**config.mk**
```make
export PLATFORM = sky130hd
export DESIGN_NAME = exp_vector_sequencer
export DESIGN_NICKNAME = d
export VERILOG_FILES = /design/src/rtl/exp_vector_sequencer_pkg.sv /design/src/rtl/exp_vector_sequencer_exp_approx.sv /design/src/rtl/exp_vector_sequencer.sv
export SDC_FILE = /design/constraint.sdc
export NUM_CORES = 1
export LEC_CHECK = 0
export ABC_AREA = 1
export ABC_CLOCK_PERIOD_IN_PS = 9130
export CORE_MARGIN = 5
export CORE_UTILIZATION = 55
export CTS_CLUSTER_SIZE = 10
export DETAILED_ROUTE_END_ITERATION = 16
export HOLD_SLACK_MARGIN = 0.15
export PLACE_DENSITY = 0.78
export SYNTH_ARGS = -nofsm -noshare
export SYNTH_HDL_FRONTEND = slang
export SYNTH_HIERARCHICAL = 1
export SYNTH_SLANG_ARGS = --single-unit
```
**constraint.sdc**
```tcl
create_clock -name clk -period 9.13 [get_ports clk]
set_clock_uncertainty 0.05 [all_clocks]
set_input_delay 2.739 -clock clk [delete_from_list [all_inputs] [get_ports clk]]
set_output_delay 2.739 -clock clk [all_outputs]
set_load 0.01 [all_outputs]
```
**src/rtl/exp_vector_sequencer_pkg.sv**
```systemverilog
// Shared definitions for the softmax exp sequencer: S3.4 format, FSM states,
// sum width derivation and the saturating S3.4 clamp.
package exp_vector_sequencer_pkg;

  localparam int TOTAL_WIDTH = 8;

  typedef enum logic [1:0] {
    ST_LOAD = 2'd0,
    ST_EXP  = 2'd1,
    ST_DONE = 2'd2
  } seq_state_t;

  function automatic int sum_width(input int vec_len);
    return TOTAL_WIDTH + $clog2(vec_len);
  endfunction

  // One-bit-wider difference back into S3.4: saturate when the top two bits disagree.
  function automatic logic signed [TOTAL_WIDTH-1:0] sat_s34(input logic signed [TOTAL_WIDTH:0] v);
    if (v[TOTAL_WIDTH] != v[TOTAL_WIDTH-1])
      sat_s34 = v[TOTAL_WIDTH] ? {1'b1, {(TOTAL_WIDTH-1){1'b0}}} : {1'b0, {(TOTAL_WIDTH-1){1'b1}}};
    else
      sat_s34 = v[TOTAL_WIDTH-1:0];
  endfunction

endpackage

```
**src/rtl/exp_vector_sequencer_exp_approx.sv**
```systemverilog
// exp_approx: combinational S3.4 e^x via 2^(x*1.4375), linear mantissa
// 1+frac, result saturated to [0, 127].
module exp_approx
  import exp_vector_sequencer_pkg::*;
(
  input  logic signed [TOTAL_WIDTH-1:0] x,
  output logic signed [TOTAL_WIDTH-1:0] y
);

  logic signed [8:0] t;
  logic signed [4:0] ip;
  logic        [4:0] mant;
  logic        [2:0] rsh;

  always_comb begin
    // t = floor(x*23/16): log2(e) scaling kept in S.4 units
    t    = 9'((13'(x) * 13'sd23) >>> 4);
    ip   = t[8:4];
    mant = {1'b1, t[3:0]};
    rsh  = 3'(-ip);
    y    = '0;
    if (!ip[4]) begin
      if (ip >= 5'sd3)
        y = 8'sd127;
      else
        y = 8'({3'b000, mant} << ip[1:0]);
    end else if (ip <= -5'sd5) begin
      y = '0;
    end else begin
      y = 8'({3'b000, mant} >> rsh);
    end
  end

endmodule

```
**src/rtl/exp_vector_sequencer.sv**
```systemverilog
// Softmax numerator/denominator sequencer: buffers a vector, streams exp(x-max)
// and the sum. Max subtraction is compiled in with EXP_SEQ_MAX_SUB_EN.
module exp_vector_sequencer
  import exp_vector_sequencer_pkg::*;
#(
  parameter  int VEC_LEN = 8,
  localparam int SUM_W   = sum_width(VEC_LEN)
) (
  input  logic                          clk,
  input  logic                          rst,
  input  logic                          in_valid,
  output logic                          in_ready,
  input  logic signed [TOTAL_WIDTH-1:0] in_data,
  output logic                          out_valid,
  input  logic                          out_ready,
  output logic signed [TOTAL_WIDTH-1:0] out_data,
  output logic                          out_last,
  output logic                          sum_valid,
  output logic        [SUM_W-1:0]       sum_out,
  output logic                          busy
);

  localparam int              IDX_W    = $clog2(VEC_LEN);
  localparam logic [IDX_W-1:0] LAST_IDX = IDX_W'(VEC_LEN - 1);

  seq_state_t state, state_nxt;

  logic signed [TOTAL_WIDTH-1:0] vbuf [VEC_LEN];
  logic        [IDX_W-1:0]       wr_idx, rd_idx, rd_idx_nxt;
  logic        [SUM_W-1:0]       acc, acc_add;
  logic                          accept, load_done, out_hs, exp_done;
  logic signed [TOTAL_WIDTH-1:0] exp_src, exp_x, exp_y;

  assign in_ready   = (state == ST_LOAD);
  assign busy       = (state != ST_LOAD);
  assign accept     = in_valid & in_ready;
  assign load_done  = accept && (wr_idx == LAST_IDX);
  assign out_hs     = (state == ST_EXP) && out_valid && out_ready;
  assign exp_done   = out_hs && (rd_idx == LAST_IDX);
  assign rd_idx_nxt = exp_done ? '0 : rd_idx + 1'b1;
  assign acc_add    = acc + {{(SUM_W-TOTAL_WIDTH){1'b0}}, out_data};

  // Result is prefetched: element 0 on the final load, element rd_idx+1 on each handshake.
  assign exp_src = (state == ST_LOAD) ? vbuf[0] : vbuf[rd_idx_nxt];

`ifdef EXP_SEQ_MAX_SUB_EN
  logic signed [TOTAL_WIDTH-1:0] max_r, max_eff;

  // On the final load the incoming element still has to take part in the max.
  assign max_eff = ((state == ST_LOAD) && (in_data > max_r)) ? in_data : max_r;
  assign exp_x   = sat_s34({exp_src[TOTAL_WIDTH-1], exp_src} - {max_eff[TOTAL_WIDTH-1], max_eff});

  always_ff @(posedge clk) begin
    if (rst)
      max_r <= '0;
    else if (accept && ((wr_idx == '0) || (in_data > max_r)))
      max_r <= in_data;
  end
`else
  assign exp_x = exp_src;
`endif

  exp_approx u_exp_approx (
    .x (exp_x),
    .y (exp_y)
  );

  always_ff @(posedge clk) begin
    if (rst) state <= ST_LOAD;
    else     state <= state_nxt;
  end

  always_comb begin
    state_nxt = state;
    case (state)
      ST_LOAD: if (load_done) state_nxt = ST_EXP;
      ST_EXP:  if (exp_done)  state_nxt = ST_DONE;
      ST_DONE: state_nxt = ST_LOAD;
      default: state_nxt = ST_LOAD;
    endcase
  end

  always_ff @(posedge clk) begin
    if (accept) vbuf[wr_idx] <= in_data;
  end

  always_ff @(posedge clk) begin
    if (rst) begin
      wr_idx    <= '0;
      rd_idx    <= '0;
      acc       <= '0;
      out_valid <= 1'b0;
      out_data  <= '0;
      out_last  <= 1'b0;
      sum_valid <= 1'b0;
      sum_out   <= '0;
    end else begin
      sum_valid <= 1'b0;
      if (accept) begin
        wr_idx <= load_done ? '0 : wr_idx + 1'b1;
        if (wr_idx == '0) acc <= '0;
      end
      if (load_done) begin
        rd_idx    <= '0;
        out_valid <= 1'b1;
        out_data  <= exp_y;
        out_last  <= 1'b0;
      end
      if (out_hs) begin
        acc <= acc_add;
        if (exp_done) begin
          rd_idx    <= '0;
          out_valid <= 1'b0;
          out_last  <= 1'b0;
          sum_out   <= acc_add;
          sum_valid <= 1'b1;
        end else begin
          rd_idx   <= rd_idx_nxt;
          out_data <= exp_y;
          out_last <= (rd_idx_nxt == LAST_IDX);
        end
      end
    end
  end

endmodule

```
==> results of run 1 <==
## sequential cells by signal, summed over array words and instances (netlist names)
register and count:
vbuf 64, acc 11, rd_idx 3, out_valid 1, out_last 1, sum_out 11, out_data 8, wr_idx 3
sum_valid 1, state 2
## kinds of logic after synthesis
group,after synthesis,share of synthesized area (%)
and+or+nand+nor,423,30.3
buffers and inverters,167,10.6
AOI/OAI and AO/OA,54,4.70
DFF,105,42.4
other,1,0.0579
xor gates and xnor gates,6,0.812
adders and majority gates,50,11.2
## layout make-up
cell class / count / area (um^2)
fill: 953 / 4250
multi-input combinational: 534 / 3040
sequential: 105 / 2740
inverter: 146 / 548
timing repair buffer: 38 / 373
clock buffer: 9 / 225
tap: 143 / 179
clock inverter: 7 / 103
## final timing paths
| path | startpoint | to | slack (ns) |
|---|---|---|---|
| max | out_ready | out_data[0]$_SDFF_PP0_ | 1.03 |
| min | sum_out[6]$_SDFFE_PP0P_ | sum_out[6]$_SDFFE_PP0P_ | 0.41 |
| max reg2reg | rd_idx[0]$_SDFFE_PP0P_ | out_data[0]$_SDFF_PP0_ | 1.65 |
| min reg2reg | sum_out[6]$_SDFFE_PP0P_ | sum_out[6]$_SDFFE_PP0P_ | 0.41 |
## power by group through the flow
stage	Clock, mW	Combinational, mW	Sequential [mW]
detailed placement	0	0.575	0.523
global route	0.442	0.665	0.513
finish	0.415	0.586	0.513
floorplan	0	0.469	0.523
CTS	0.420	0.578	0.513
global placement	0	0.551	0.523
## metrics by stage
step,hold WS (ns),setup slack [ns],instance area (um^2),std cells,util (%)
after floorplan,0.393,1.94,6470,806,-
after CTS,0.408,1.06,7210,982,62.9
final,0.408,1.03,7210,982,62.9
after detailed placement,0.394,0.723,6890,966,60.1
after global routing,0.431,0.521,7210,982,62.9
after global placement,0.389,0.899,6890,966,60.1
## placed cells by master, fill, tap and decap left out, types with 12 or more instances in the layout
master           Yosys  routed
nand2_1            184     184
nand3_1            138     138
inv_1              137     137
edfxtp_1            64      64
nor2_1              46      46
dfxtp_1             41      41
ha_1                37      37
clkdlybuf4s50_1      0      35
a21oi_1             26      26
nand2_2             20      20
o21ai_0             14      14
fa_1                13      13
nand3b_1            12      12
## worst register-to-register path, delay by kind of cell, from the launching register on
kind | cells | cell delay, ns
xor gates and xnor gates | 1 | 0.26
and+or+nand+nor | 16 | 1.83
DFF | 1 | 0.38
adders and majority gates | 7 | 3.19
buffers and inverters | 4 | 1.67
## metal layers
layer | part of all wire [%] | vias to the layer above | track usage [%]
met2 | 49 | 189 | 35.0
met4 | 1.5 | 2 | 7.37
li1 | - | 2644 | -
met5 | 0.075 | - | 0
met1 | 43 | 2481 | 27.7
met3 | 6.6 | 29 | 3.53
==> key figures, run 1 <==
Status
  • Run status: finished clean

Global routing
  • Total global routing track utilization: a little over a fifth
  • Vias in the first global route: approximately 5200
  • GRT overflow: 0
  • Antenna violations before repair: 1
  • Pin count of the biggest net entering global routing: 35
  • First-pass GRT wire length: approximately 24 mm

Timing
  • Fin crit share: 88.7%
  • RSZ-0062 raised after global routing: no
  • Max frequency: between 100 and 150 MHz
  • Worst Max-Slew Pin Slew: just under 1 ns
  • Fin crit period: approximately 8 ns
  • Final hold viol count: 0
  • Final Max Tran Viols: 0
  • Slew margin rel.: 33.5%
  • Setup TNS: 0 ns
  • # setup viols final: 0

Critical path
  • Critical Path Start Type: input port
  • CP Max Fanout: 32
  • Data required, critical path: 9.31 ns
  • Crit path capture type: flop
  • CP top delay family: simple AND/OR/NAND/NOR gates
  • Reg2Reg Depth: 28
  • Worst setup path category: input port to flop
  • Buf/Inv on CP: 5
  • Slowest cell on crit path: fa_1
  • CP most frequent cell: nand2_1
  • Worst path depth: 32
  • Crit-path max cell delay: 0.49 ns
  • Worst path arrival time: just over 8 ns

Synthesis
  • Ys async rst share: 0%
  • Syn Nets: 868
  • Area of the mapped netlist: between 0.006 and 0.007 mm^2
  • Post-synthesis sequential area ratio: a little over two fifths
  • Top cells by area, synth: edfxtp_1 (30%), dfxtp_1 (13%), nand2_1 (11%)
  • Post-synth EDFFs: between 60 and 70
  • Share of the synthesized area in the top cell type: between 20% and 30%
  • Cell variety after synth: 40
  • Synthesized flop and latch total: 105
  • Top-count cell post-synth: nand2_1
  • Mean Syn Cell Area: roughly 8 um^2
  • Post-Synthesis Cells: between 800 and 900
  • Leading area contributor after synthesis: edfxtp_1
  • Yosys warning total: 6
  • Synth Flop Type: edfxtp_1
  • Top cells by count, synth: nand2_1 (184), nand3_1 (138), inv_1 (137), edfxtp_1 (64), nor2_1 (46)

Layout
  • Syn-to-layout area delta: 11.5%
  • Number of diodes: 0
  • Total Nets Final: around 900
  • Layout cells sized above 1: between 7 and 8%

Clock network
  • Post-CTS Setup Repair Bufs: 0
  • # resized after CTS: 0
  • Worst-Skew Late Latency: roughly 0.34 ns
  • CTS buffer count: 9
  • H-tree levels: 3
  • Root Buffer: clkbuf_16
  • Clock Path Buffers: 2
  • Clk slew on worst S/H paths: about 0.07 ns
  • CTS tree: yes
  • CTS Sinks: about 110
  • Hold_buf cts: 0

Power
  • Clock power share: between 20% and 30%
  • Seq pwr share: 33.9%
  • Maximum VDD drop: ~0.32 mV
  • Power, Total: about 1.5 mW
  • LEAKAGE: approximately 3.4 nW
  • Sw frac: a little over a third
  • Comb pwr share: 38.7%
  • Pint: ~0.96 mW
  • Sw power: ~0.55 mW
  • Pwr dens: between 200 and 250 mW/mm^2

Placement
  • Number of port buffers: 35
  • DP Wirelength: around 11 mm
  • Final Wtd Congestion: 0.969

Floorplan
  • Die Span X: between 100 and 150 um
  • I/O pin cnt: 36
  • Die area: between 0.01 and 0.015 mm^2
  • Die Y: 118 um
  • Core box area: around 0.011 mm^2
  • Placement Rows: 39
  • Initial Utilization: between 50% and 60%

Routing
  • Detailed Route Iter0 Violations: 610
  • Drt total wl: ~15 mm
  • Vias/cell: approximately 5.4
  • DRC viols: 0
  • Detailed-router iteration count before antenna repair: 7
  • WL per Instance: approximately 15 um
  • Post-DRT Antenna Nets: 0
  • Routed vias: approximately 5300

Worst hold path
  • Hold Path Class: flop to flop
  • WHS Path Cells: 2

Job
  • Max-cap violations: 0
(Power assumes the default switching activity.)
==> inputs of run 2 (changes only) <==
Settings changed: CTS_CLUSTER_SIZE 10 to not set.
==> results of run 2 <==
Same layout as run 1: the final DEF is identical, and so are final timing and power.
==> inputs of run 3 (changes only) <==
Settings changed: PLACE_DENSITY 0.78 to 0.74.
==> key figures, run 3 (synthesis results as in run 1) <==
Timing
  • Max frequency: 122 MHz (-1.2%)
  • Worst Max-Slew Pin Slew: 0.948 ns (-0.0422 ns)
  • # setup viols final: 0 (unchanged)
  • Final Max Tran Viols: 0 (unchanged)
  • Setup TNS: 0 ns (unchanged)
  • Fin crit period: 8.19 ns (+0.0948 ns)
  • Slew margin rel.: 36.5% (+3.0 points)
  • Final hold viol count: 0 (unchanged)
  • RSZ-0062 raised after global routing: no
  • Fin crit share: 89.7% (+1.0 points)
  • Hold Slack: 0.408 ns (+0.000373 ns)

Global routing
  • Most Crowded Layer GR: met2
  • First-pass GRT wire length: 23.8 mm (-2.1%)
  • Pin count of the biggest net entering global routing: 35 (unchanged)
  • Vias in the first global route: 5026 (-3.6%)
  • Antenna violations before repair: 0 (-1)
  • Met3 Usage GRT: 3.10% (-0.43 points)
  • Met1 usage in global routing: 27.6% (-0.048 points)
  • Total global routing track utilization: 20.4% (-0.54 points)
  • GRT overflow: 0 (unchanged)
  • Global routing usage on met2: 35.0% (unchanged)

Critical path
  • CP Max Fanout: 16 (-50%)
  • Data required, critical path: 9.32 ns (about the same)
  • Reg2reg setup slack: 1.87 ns (+0.22 ns)
  • Worst setup path category: input port to flop
  • Worst path arrival time: 8.38 ns (+0.10 ns)
  • Critical Path Start Type: input port
  • Slowest cell on crit path: clkdlybuf4s50_1
  • Crit path capture type: flop
  • Crit-path max cell delay: 0.48 ns (about the same)
  • CP most frequent cell: nand2_1

Clock network
  • H-tree levels: 3 (unchanged)
  • CTS tree: yes
  • # resized after CTS: 0 (unchanged)
  • Clk slew on worst S/H paths: 0.07 ns (about the same)
  • Root Buffer: clkbuf_16
  • CTS buffer count: 9 (unchanged)
  • Hold_buf cts: 0 (unchanged)
  • CTS Sinks: 105 (unchanged)
  • Clock Path Buffers: 2 (unchanged)
  • Worst-Skew Late Latency: 0.34 ns (about the same)
  • Post-CTS Setup Repair Bufs: 0 (unchanged)

Layout
  • Final instance area: 0.00720 mm^2 (-0.14%)
  • Final core utilization: 62.8% (-0.087 points)
  • Regs by FF count: vbuf x64, acc x11, sum_out x11
  • Number of diodes: 0 (unchanged)
  • Area of the multi-input gates: 0.00304 mm^2 (unchanged)
  • Layout cells sized above 1: 7.27% (-0.24 points)
  • Syn-to-layout area delta: 11.3%
  • Largest register by flop count: vbuf
  • Max reg flops: 64 (unchanged)
  • Total Nets Final: 896 (unchanged)
  • Most common cell after layout, fill and taps aside: nand2_1
  • Most frequent cells in the layout: nand2_1 (184), nand3_1 (138), inv_1 (137)
  • FILL cells: 958 (+0.52%)
  • Register area: 0.00274 mm^2 (unchanged)

Floorplan
  • Core box area: 0.0115 mm^2 (unchanged)
  • Die Y: 118 um (unchanged)
  • Die area: 0.0140 mm^2 (unchanged)
  • I/O pin cnt: 36 (unchanged)
  • Placement Rows: 39 (unchanged)
  • Die Span X: 118 um (unchanged)
  • Initial Utilization: 56.4% (unchanged)

Routing
  • Drt total wl: 13.8 mm (-5.5%)
  • WL per Instance: 14.1 um (-5.5%)
  • DRC viols: 0 (unchanged)
  • Vias/cell: 5.26 (-3.4%)
  • Detailed Route Iter0 Violations: 499 (-18%)
  • Post-DRT Antenna Nets: 0 (unchanged)
  • Detailed-router iteration count before antenna repair: 5 (-2)
  • Routed vias: 5162 (-3.4%)

Placement
  • Area after DPL: 0.00689 mm^2 (unchanged)
  • DP Wirelength: 10.3 mm (-4.1%)
  • Final Wtd Congestion: 0.956 (-1.3%)
  • Number of port buffers: 35 (unchanged)

Job
  • Max-cap violations: 0 (unchanged)

Worst hold path
  • Hold Path Class: flop to flop

Power
  • Pwr dens: 207 mW/mm^2 (-1.3%)
  • Maximum VDD drop: 0.209 mV (-35%)
  • LEAKAGE: 3.34 nW (-0.74%)

Status
  • Run status: finished clean
-- run 3: stage by stage --
| step | cells | power, mW | setup WS, ns |
|---|---|---|---|
| floorplan | 806 | 0.992 | 1.94 |
| global placement | 966 | 1.08 | 0.780 |
| detailed placement | 966 | 1.09 | 0.610 |
| CTS | 982 | 1.49 | 0.942 |
| global route | 982 | 1.61 | 0.384 |
| finish | 982 | 1.49 | 0.938 |
-- run 3: worst paths after layout --
| check | to | start | depth (start not counted) |
|---|---|---|---|
| min | sum_out[7]$_SDFFE_PP0P_ | sum_out[7]$_SDFFE_PP0P_ | 2 |
| max reg2reg | out_data[0]$_SDFF_PP0_ | rd_idx[0]$_SDFFE_PP0P_ | 28 |
| max | out_data[0]$_SDFF_PP0_ | out_ready | 32 |
| min reg2reg | sum_out[7]$_SDFFE_PP0P_ | sum_out[7]$_SDFFE_PP0P_ | 2 |
-- run 3: metal layers --
| layer | up-vias | wire, um |
|---|---|---|
| li1 | 2652 | - |
| met3 | 13 | 652 |
| met1 | 2381 | 6350 |
| met2 | 116 | 6690 |
| met5 | - | 0 |
| met4 | 0 | 129 |
-- run 3: critical path, delay by kind of cell --
kind	cells	cell delay (ns)
and+or+nand+nor	20	2.53
adders and majority gates	6	1.95
buffers and inverters	5	0.91
xor gates and xnor gates	1	0.27
-- run 3: power by group --
| group | total [mW] | switching (mW) | internal, mW |
|---|---|---|---|
| sequential | 0.513 | 0.00269 | 0.510 |
| clock | 0.409 | 0.167 | 0.242 |
| combinational | 0.571 | 0.370 | 0.201 |
-- run 3: cell type report --
type                    count  area share [%]
clock inverters             5            1.18
repair buffers             38            5.18
inverters                 146            7.61
well taps                 143            2.48
clock buffers              11            3.23
flip-flops and latches    105            38.1
multi-input cells         534            42.3
